==> src/rtl/instr_mem_sequencer.sv <==
// rtl/instr_mem_sequencer.sv - multicycle fetch/decode/data/commit sequencer over one shared memory port
module instr_mem_sequencer #(
    parameter int ADDR_W   = 32,
    parameter int DATA_W   = 32,
    parameter int MAX_WAIT = 255
) (
    input  logic              i_clk,
    input  logic              i_rstn,
    input  logic              i_en,
    input  logic [ADDR_W-1:0] i_pc,
    output logic [DATA_W-1:0] o_instr,
    output logic              o_step,
    input  logic              i_dm_ren,
    input  logic              i_dm_wen,
    input  logic [ADDR_W-1:0] i_dm_addr,
    input  logic [DATA_W-1:0] i_dm_wd,
    output logic [DATA_W-1:0] o_dm_rd,
    output logic              o_mem_req,
    output logic              o_mem_we,
    output logic [ADDR_W-1:0] o_mem_addr,
    output logic [DATA_W-1:0] o_mem_wd,
    input  logic              i_mem_ack,
    input  logic [DATA_W-1:0] i_mem_rdata,
    output logic              o_busy,
    output logic              o_err
);

    localparam int                WD_W    = $clog2(MAX_WAIT + 1);
    localparam logic [WD_W-1:0]   WD_LAST = WD_W'(MAX_WAIT - 1);
    localparam logic [DATA_W-1:0] NOP     = DATA_W'(32'h0000_0013);

    typedef enum logic [2:0] {
        S_IDLE,
        S_FETCH,
        S_DECODE,
        S_DATA,
        S_COMMIT,
        S_ERR
    } state_t;

    state_t              state_q, state_d;
    logic [DATA_W-1:0]   instr_q, instr_d;
    logic [DATA_W-1:0]   dm_rd_q, dm_rd_d;
    logic [WD_W-1:0]     wdog_q, wdog_d;

    always_ff @(posedge i_clk or negedge i_rstn) begin
        if (!i_rstn) begin
            state_q <= S_IDLE;
            instr_q <= NOP;
            dm_rd_q <= '0;
            wdog_q  <= '0;
        end else begin
            state_q <= state_d;
            instr_q <= instr_d;
            dm_rd_q <= dm_rd_d;
            wdog_q  <= wdog_d;
        end
    end

    always_comb begin
        state_d    = state_q;
        instr_d    = instr_q;
        dm_rd_d    = dm_rd_q;
        wdog_d     = wdog_q;
        o_mem_req  = 1'b0;
        o_mem_we   = 1'b0;
        o_mem_addr = '0;
        o_mem_wd   = '0;
        o_step     = 1'b0;
        o_busy     = 1'b1;
        o_err      = 1'b0;
        case (state_q)
            S_IDLE: begin
                o_busy = 1'b0;
                if (i_en) begin
                    state_d = S_FETCH;
                    wdog_d  = '0;
                end
            end
            S_FETCH: begin
                o_mem_req  = 1'b1;
                o_mem_addr = i_pc;
                if (i_mem_ack) begin
                    instr_d = i_mem_rdata;
                    state_d = S_DECODE;
                end else if (wdog_q == WD_LAST) begin
                    state_d = S_ERR;
                end else begin
                    wdog_d = wdog_q + WD_W'(1);
                end
            end
            S_DECODE: begin
                if (i_dm_ren || i_dm_wen) begin
                    state_d = S_DATA;
                    wdog_d  = '0;
                end else begin
                    state_d = S_COMMIT;
                end
            end
            S_DATA: begin
                o_mem_req  = 1'b1;
                o_mem_addr = i_dm_addr;
                o_mem_we   = i_dm_wen;
                o_mem_wd   = i_dm_wd;
                if (i_mem_ack) begin
                    // a simultaneous ren+wen is a store, so the load register keeps its value
                    if (i_dm_ren && !i_dm_wen) begin
                        dm_rd_d = i_mem_rdata;
                    end
                    state_d = S_COMMIT;
                end else if (wdog_q == WD_LAST) begin
                    state_d = S_ERR;
                end else begin
                    wdog_d = wdog_q + WD_W'(1);
                end
            end
            S_COMMIT: begin
                o_step = 1'b1;
                if (i_en) begin
                    state_d = S_FETCH;
                    wdog_d  = '0;
                end else begin
                    state_d = S_IDLE;
                end
            end
            S_ERR: begin
                o_busy = 1'b0;
                o_err  = 1'b1;
            end
            default: begin
                o_busy  = 1'b0;
                state_d = S_IDLE;
            end
        endcase
    end

    assign o_instr = instr_q;
    assign o_dm_rd = dm_rd_q;

endmodule

==> config.mk <==
export PLATFORM = sky130hd
export DESIGN_NAME = instr_mem_sequencer
export DESIGN_NICKNAME = d
export VERILOG_FILES = /design/src/rtl/instr_mem_sequencer.sv
export SDC_FILE = /design/constraint.sdc
export NUM_CORES = 1
export LEC_CHECK = 0
export ABC_CLOCK_PERIOD_IN_PS = 4040
export BUFFER_PORTS_ARGS = -buffer_cell sky130_fd_sc_hd__buf_2
export CELL_PAD_IN_SITES_DETAIL_PLACEMENT = 2
export CELL_PAD_IN_SITES_GLOBAL_PLACEMENT = 2
export CORE_ASPECT_RATIO = 0.5
export CORE_UTILIZATION = 25
export CTS_CLUSTER_SIZE = 30
export DETAILED_ROUTE_END_ITERATION = 16
export PLACE_DENSITY_LB_ADDON = 0.25
export SYNTH_ARGS = -nofsm -noshare
export SYNTH_HDL_FRONTEND = slang
export SYNTH_SLANG_ARGS = --single-unit
==> constraint.sdc <==
create_clock -name i_clk -period 4.04 [get_ports i_clk]
set_input_delay 0.202 -clock i_clk [delete_from_list [all_inputs] [get_ports i_clk]]
set_output_delay 0.202 -clock i_clk [all_outputs]
set_load 0.01 [all_outputs]
**Yosys cells after proc, flatten, opt, wreduce, memory -nomap -nowiden**

Cells that the tools add are included.

- Bits in registers: 75
- Input port bits: 134
- Output and inout bits: 133
- Logic and storage cells: 48

- $add $sub $neg: 1
- Equal/unequal tests: 11
- Muxes and demuxes: 19
- Bitwise logic cells: 1
- Reduce and logical (&&, ||, !) cells: 12

Operators with widths:

| kind | count |
|---|---|
| 32-bit one-hot mux with 2 select lines | 1 |
| 32-bit two-way mux | 1 |
| 8-bit two-way mux | 4 |
| 8-bit one-hot mux with 3 select lines | 1 |
| 3-bit one-hot mux with 6 select lines | 1 |
| 3-bit two-way mux | 5 |
| 8-bit by 1-bit adder with 8-bit output, second input constant | 1 |
| 8-bit equality test, second input constant | 1 |
| 2-bit inequality test, second input constant | 4 |
| 3-bit by 2-bit equality test with 1-bit output, second input constant | 2 |
| 3-bit equality test, second input constant | 2 |
| 1-bit two-way mux | 6 |
| 5-bit AND reduction | 1 |
| 2-bit AND reduction | 2 |
| 2-bit OR reduction | 2 |
| 4-bit OR reduction | 1 |
| 3-bit by 1-bit equality test with 1-bit output, second input constant | 1 |
| 3-bit zero test | 1 |
| 3-bit AND reduction | 1 |
| 3-bit nonzero test | 1 |
| 2-bit by 1-bit inequality test with 1-bit output, second input constant | 1 |
| 1-bit logical AND | 1 |
| 1-bit zero test | 1 |
| 1-bit logical OR | 1 |
| 1-bit inverter | 1 |

**Logic depth before layout (Yosys ltp)**

Gate-level depths: netlist (run 1).

- Depth in word-level cells: 4
- Mapped depth: 8
- Depth with buffers taken out: 6

**Worst setup path before layout (run 1)**

Ideal clock, no wire load.

- Path kind: reg-to-reg
- From: register state_q[2]
- To: register dm_rd_q[0], in the netlist o_dm_rd[0]
- Setup time: 0.125 ns
- Arrival time: 1.762 ns
- Slack: 2.153 ns
- Cell stages (with the launch flop): 9
- Clock period less this slack: 1.887 ns
- Cell sequence: dfrtp_1 > nand2b_4 > inv_2 > and2_1 > clkbuf_2 > and4b_1 > buf_2 > buf_6 > mux2_4

- Longest elaborated chain between the ends: 2

Ends and longest elaborated chain:

| element | RTL line | RTL |
|---|---|---|
| from (decl) | 41 | `state_t state_q, state_d;` |
| from (signal assigned) | 53 | `state_q <= state_d;` |
| 3-bit by 2-bit equality test with 1-bit output | 72 | `case (state_q)` |
| 3-bit AND reduction (no line) | -- |  |
| to (signal assigned) | 55 | `dm_rd_q <= dm_rd_d;` |
| to (decl) | 43 | `logic [DATA_W-1:0] dm_rd_q, dm_rd_d;` |

Every way passes these cells.
A chain may end at the register's enable or synchronous reset.

**Final worst setup path (run 1)**

- From: register state_q[2]
- To: register dm_rd_q[11], in the netlist o_dm_rd[11]

Same word-level chain as after synthesis.

==> flow_summary.json, run 1 <==
{
  "status": "complete, no violations",
  "drt_iter0_drc": 99,
  "start_util_pct": 25.8,
  "rsz0062_at_grt": "false",
  "gp_congestion": 0.734,
  "clock_tree.root_cell": "clkbuf_16",
  "slew_headroom_pct": 32.9,
  "hold_buffers": 0,
  "die-area_um2": 15600,
  "drc_errors": 0,
  "totalWireLength_mm": 12.8,
  "preCtsSetupSlack_ns": 1.03,
  "p_leak_nw": 3.08,
  "tightest_slew_ns": 1.01,
  "crit_slowest_cell": "buf_4",
  "ys_top_cells_by_area": "dfrtp_1, mux2_4, mux2_1",
  "r2r-start": "state_q[2]",
  "clk_pin_slew_ns": 0.06,
  "fillers": 1617,
  "num_vias": 3438,
  "fp-row-count": 31,
  "fin_area_um2": 5580,
  "p_per_area_nw_per_um2": 774,
  "avgSynthCellArea_um2": 12.6,
  "synth_nets": 435,
  "antenna_found_initial": 0,
  "grt_max_degree": 76,
  "synth_top_area_cell": "dfrtp_1",
  "final_nets": 691,
  "io_pins": 267,
  "synth-async-reset-ratio_pct": 100,
  "cts_setup_buffers": 0,
  "synth_flop_cell": "dfrtp_1",
  "finalWorstSetupSlack_ns": 1.03,
  "core-area_um2": 14600,
  "cts.sinks": 75,
  "multi_input_area_um2": 1740,
  "ff2ff_path_depth": 7,
  "setup.worst_path.end_class": "flop",
  "placed_cells": 742,
  "antennaDiodeCount": 0,
  "fin_crit_sh_pct": 74.6,
  "clock_skew_ns": 0.00542,
  "drive_above_1_share_pct": 58.0,
  "rrSetupSlack_ns": 1.03,
  "cp-start-kind": "flop",
  "clk_path_buf_depth": 2,
  "timing.rr.end": "o_dm_rd[11]",
  "hold_viol": 0,
  "grt_pass1_wl_mm": 19.6,
  "critPathMaxFanout": 46,
  "setup_viol": 0,
  "synth.distinct_cells": 45,
  "ff_latch_area_um2": 1880,
  "cts_buffers": 9,
  "cp_common_cell": "buf_4",
  "wl_per_cell_um": 16.9,
  "final_cells": 758,
  "gr-total-overflow": 0,
  "cts_tree": "done",
  "clkLatencyLatePin_ns": 0.33,
  "seq_area_frac_synth_pct": 50.0,
  "utilization_pct": 38.3,
  "antenna_left": 0,
  "synth_area_um2": 3760,
  "cts_resized": 0,
  "dpl.hpwl_mm": 9.93,
  "synth_top_area_share_pct": 47.9,
  "ys_warn_count": 0,
  "avgViaCountPerCell": 4.54,
  "worstSetupPathType": "reg -> reg",
  "cap_violations": 0,
  "ys_seq_elements": 75,
  "place_area_um2": 5250,
  "post-route-min-period_ns": 3.01,
  "max-vdd-ir-drop_v": 0.000179,
  "p_total_mw": 4.32,
  "hp-class": "in -> async",
  "clock.fmax_mhz": 332,
  "die_w_um": 176,
  "port_buffers": 266,
  "fin_setup_tns_ns": 0,
  "die_h_um": 88.8,
  "cp_cell_sequence": "nand2b_4, inv_2, and2_1, buf_4, and4b_2, buf_4, mux2_1",
  "grt_pass1_vias": 3538,
  "first_pass_iters": 4,
  "cts.htree.levels": 3,
  "hold_slack_ns": 0.0173,
  "cp.arrival_ns": 3.23,
  "synth_edf_count": 0,
  "area_growth_pct": 48.2,
  "slowest_delay_ns": 0.51,
  "slew_viol_final": 0,
  "grt_use_total_pct": 16.4,
  "critPathRequiredTime_ns": 4.26,
  "postSynthCellCount": 299
}
[cell usage after synthesis, types with 2 or more instances]
master,number
a21oi_1,7
a221oi_1,2
a22o_1,32
a31oi_1,2
and2_1,3
and3_1,34
buf_2,2
buf_4,3
buf_6,3
clkbuf_1,15
dfrtp_1,72
dfstp_2,3
ha_1,2
inv_1,4
inv_2,2
mux2_1,34
mux2_4,30
nand2_1,9
nand3_1,4
nor2_1,4
nor2b_1,2
nor3_1,4
o211ai_1,2
o22ai_1,2
or4_1,2
[cells in the final DEF (no fill, tap or decap), types with 7 or more instances in the layout]
cell,netlist,layout
and3_1,34,34
mux2_1,34,34
dfrtp_1,72,72
mux2_4,30,30
nand2_1,9,9
buf_2,2,265
clkbuf_16,0,9
a22o_1,32,32
a21oi_1,7,7
[flip-flops by register name (all words and copies together), names as in the netlist]
name     cells
o_instr     32
state_q      3
wdog_q       8
o_dm_rd     32
[how the worst max path moves through the flow]
| stage | start | to | slack [ns] | cells after the start |
|---|---|---|---|---|
| after floorplan | state_q[2] | o_dm_rd[0] | 2.15 | 8 |
| after global placement | state_q[2] | o_dm_rd[11] | 1.07 | 7 |
| after detailed placement | state_q[2] | o_dm_rd[11] | 1.03 | 7 |
| after CTS | state_q[2] | o_dm_rd[11] | 1.02 | 7 |
| after global routing | state_q[2] | o_dm_rd[11] | 0.82 | 7 |
| final | state_q[2] | o_dm_rd[11] | 1.03 | 7 |
[metal layers]
metal	up-vias	part of all wire [%]	track usage, %
li1	1623	-	-
met1	1697	44	20.8
met2	108	50	28.5
met3	10	5.0	3.78
met4	0	0.81	4.03
met5	-	0	0
[layout make-up]
| type | instances | area share, % |
|---|---|---|
| repair buffers | 269 | 24.3 |
| clock buffers | 9 | 4.04 |
| clock inverters | 7 | 1.91 |
| well taps | 198 | 4.44 |
| flip-flops and latches | 75 | 33.7 |
| inverters | 6 | 0.404 |
| multi-input cells | 194 | 31.2 |
[worst max-delay path, delay by kind of cell (launching register included)]
kind,cells,cell delay (ns)
simple gates,3,0.70
buf+inv,3,1.32
flops,1,0.47
mux,1,0.37
[power by group]
part,switching [mW],internal (mW)
clock network,0.335,0.553
registers,0.246,1.11
logic,1.07,1.00
total,1.65,2.66
[kinds of logic (layout without fill, tap and decap cells)]
kind of cell               count (synthesis)  in the layout  share of synthesized area [%]
buffers and inverters                     30            291                           3.99
DFF                                       75             75                           50.0
and+or+nand+nor                           72             72                           11.3
AOI/OAI and AO/OA                         54             54                           11.4
muxes                                     65             65                           22.4
xor gates and xnor gates                   1              1                          0.233
adders and majority gates                  2              2                          0.665
Power figures use the tool's default switching activity.
==> run 2: changes to the inputs <==
--- a/config.mk
+++ b/config.mk
@@ -5,12 +5,12 @@
 export SDC_FILE = /design/constraint.sdc
 export NUM_CORES = 1
 export LEC_CHECK = 0
-export ABC_CLOCK_PERIOD_IN_PS = 4040
+export ABC_CLOCK_PERIOD_IN_PS = 3000
 export BUFFER_PORTS_ARGS = -buffer_cell sky130_fd_sc_hd__buf_2
 export CELL_PAD_IN_SITES_DETAIL_PLACEMENT = 2
 export CELL_PAD_IN_SITES_GLOBAL_PLACEMENT = 2
 export CORE_ASPECT_RATIO = 0.5
-export CORE_UTILIZATION = 25
+export CORE_UTILIZATION = 23
 export CTS_CLUSTER_SIZE = 30
 export DETAILED_ROUTE_END_ITERATION = 16
 export PLACE_DENSITY_LB_ADDON = 0.25
==> constraint.sdc (replaced) <==
create_clock -name i_clk -period 3 [get_ports i_clk]
set_input_delay 0.15 -clock i_clk [delete_from_list [all_inputs] [get_ports i_clk]]
set_output_delay 0.15 -clock i_clk [all_outputs]
set_load 0.01 [all_outputs]
==> run 2 against run 1 <==
- the flow now finishes with violations (negative hold slack)
- sequential cell count unchanged
- routed wire length increased by 8.3%
- total power increased by 34%
- worst hold slack got worse by 0.039 ns
- register-to-register slack improved by 0.04 ns
- non-clock buffer count increased by 5
- global-route usage increased by 0.072 points
- via count decreased by 0.23%
- final cell count increased by 3.7%
- clock-buffer cell count increased by 2
- critical endpoint is now o_mem_addr[9]
- largest cell class unchanged
==> flow_summary.json, run 2 (synthesis results as in run 1) <==
{
  "finalWorstSetupSlack_ns": 0.910,
  "power.internal_mw": 3.55,
  "cts.htree.levels": 3,
  "power.switching_mw": 2.24,
  "dpl.hpwl_mm": 11.0,
  "critPathMaxFanout": 40,
  "clkLatencyLatePin_ns": 0.33,
  "status": "complete, but fails checks",
  "p_clk_share_pct": 18.4,
  "fin_setup_tns_ns": 0,
  "drt_iter0_drc": 116,
  "antenna_left": 0,
  "antennaDiodeCount": 0,
  "timing.rr.end": "o_instr[22]",
  "cp.arrival_ns": 1.94,
  "clock_tree.root_cell": "clkbuf_16",
  "power_frac_comb_pct": 50.9,
  "final_nets": 696,
  "hold_buffers": 0,
  "hp-class": "in -> async",
  "cts.sinks": 75,
  "worstSetupPathType": "reg -> out",
  "fin_crit_sh_pct": 69.7,
  "totalWireLength_mm": 13.9,
  "hold_slack_ns": -0.0216,
  "clock_skew_ns": 0.00638,
  "endpoint": "o_mem_addr[9]",
  "num_vias": 3430,
  "grt_pass1_wl_mm": 21.4,
  "rrSetupSlack_ns": 1.07,
  "antenna_found_initial": 0,
  "setup.worst_path.end_class": "output pin",
  "cap_violations": 0,
  "die_h_um": 92.5,
  "ff2ff_path_depth": 5,
  "avgViaCountPerCell": 4.36,
  "tightest_slew_ns": 0.978,
  "critPathRequiredTime_ns": 2.85,
  "cp-start-kind": "flop",
  "grt_max_degree": 76,
  "slew_headroom_pct": 34.8,
  "cts_tree": "done",
  "hold_viol": 11,
  "drive_above_1_share_pct": 58.2,
  "drc_errors": 0,
  "clk_pin_slew_ns": 0.06,
  "port_buffers": 266,
  "switching_share_pct": 38.7,
  "gp_congestion": 0.753,
  "grt_pass1_vias": 3737,
  "cts_resized": 0,
  "die_w_um": 183,
  "violations": "negative hold slack",
  "io_pins": 267,
  "crit_start": "state_q[1]",
  "final_common_cell": "buf_2",
  "slew_viol_final": 0,
  "gr-total-overflow": 0,
  "p_leak_nw": 3.09,
  "p_per_area_nw_per_um2": 1030,
  "cts_setup_buffers": 0,
  "fp-row-count": 32,
  "die-area_um2": 16900,
  "grt_use_total_pct": 16.4,
  "rsz0062_at_grt": "false",
  "layout_common_cells": "buf_2, dfrtp_1, and3_1, mux2_1, a22o_1",
  "start_util_pct": 24.0,
  "area_growth_pct": 49.4,
  "clock.fmax_mhz": 479,
  "core-area_um2": 15700,
  "post-route-min-period_ns": 2.09,
  "pwr-share-seq_pct": 30.8,
  "first_pass_iters": 4,
  "preCtsSetupSlack_ns": 1.04,
  "wl_per_cell_um": 17.7,
  "fillers": 1784,
  "clk_path_buf_depth": 2,
  "setup_viol": 0,
  "cts_buffers": 9,
  "r2r-start": "state_q[0]",
  "max-vdd-ir-drop_v": 0.000299
}
==> run 2: area by class of cell <==
cell class	count	area [µm²]	area share, %
clock inverter	5	53.8	0.957
inverter	6	22.5	0.401
timing repair buffer	274	1410	25.0
tap	221	277	4.92
multi-input combinational	194	1740	31.0
clock buffer	11	243	4.32
sequential	75	1880	33.4
==> run 2: how the worst min path moves through the flow <==
stage	slack (ns)	to	startpoint	cells past startpoint
after global placement	0.37	wdog_q[4]	i_rstn	1
after floorplan	-0.15	o_dm_rd[0]	i_rstn	0
after global routing	0.04	o_instr[23]	i_mem_rdata[23]	2
after detailed placement	0.38	wdog_q[4]	i_rstn	1
final	-0.02	wdog_q[4]	i_rstn	1
after CTS	0.02	wdog_q[5]	i_rstn	1
==> run 2: routing by layer <==
layer  part of all wire (%)  up-vias  GRT usage [%]
met5                      0        -              0
met4                    1.1        0           4.10
met3                    4.8       12           3.85
met2                     52      104           29.8
met1                     42     1692           19.6
li1                       -     1622              -
==> run 2: worst max-delay path, cell delays in order (launching register included) <==
cell     delay [ns]
dfrtp_1        0.37
buf_4          0.32
and2_1         0.21
buf_4          0.33
a22o_1         0.21
buf_2          0.15
==> run 2: per-stage QoR <==
| stage | area (µm²) | util [%] | std cells | total power [mW] |
|---|---|---|---|---|
| 4_1_cts | 5620 | 35.8 | 786 | 5.91 |
| 2_1_floorplan | 3760 | - | 299 | 3.47 |
| 3_3_place_gp | 5330 | 33.9 | 770 | 4.70 |
| 5_1_grt | 5620 | 35.8 | 786 | 6.19 |
| 3_5_place_dp | 5330 | 33.9 | 770 | 4.81 |
| 6_report | 5620 | 35.8 | 786 | 5.79 |
==> run 2: power groups by stage <==
stage / Clock [mW] / Sequential [mW] / Combinational, mW
global route: 1.15 / 1.85 / 3.19
finish: 1.06 / 1.78 / 2.95
CTS: 1.11 / 1.79 / 3.00
global placement: 0 / 1.77 / 2.93
floorplan: 0 / 1.96 / 1.52
detailed placement: 0 / 1.80 / 3.01
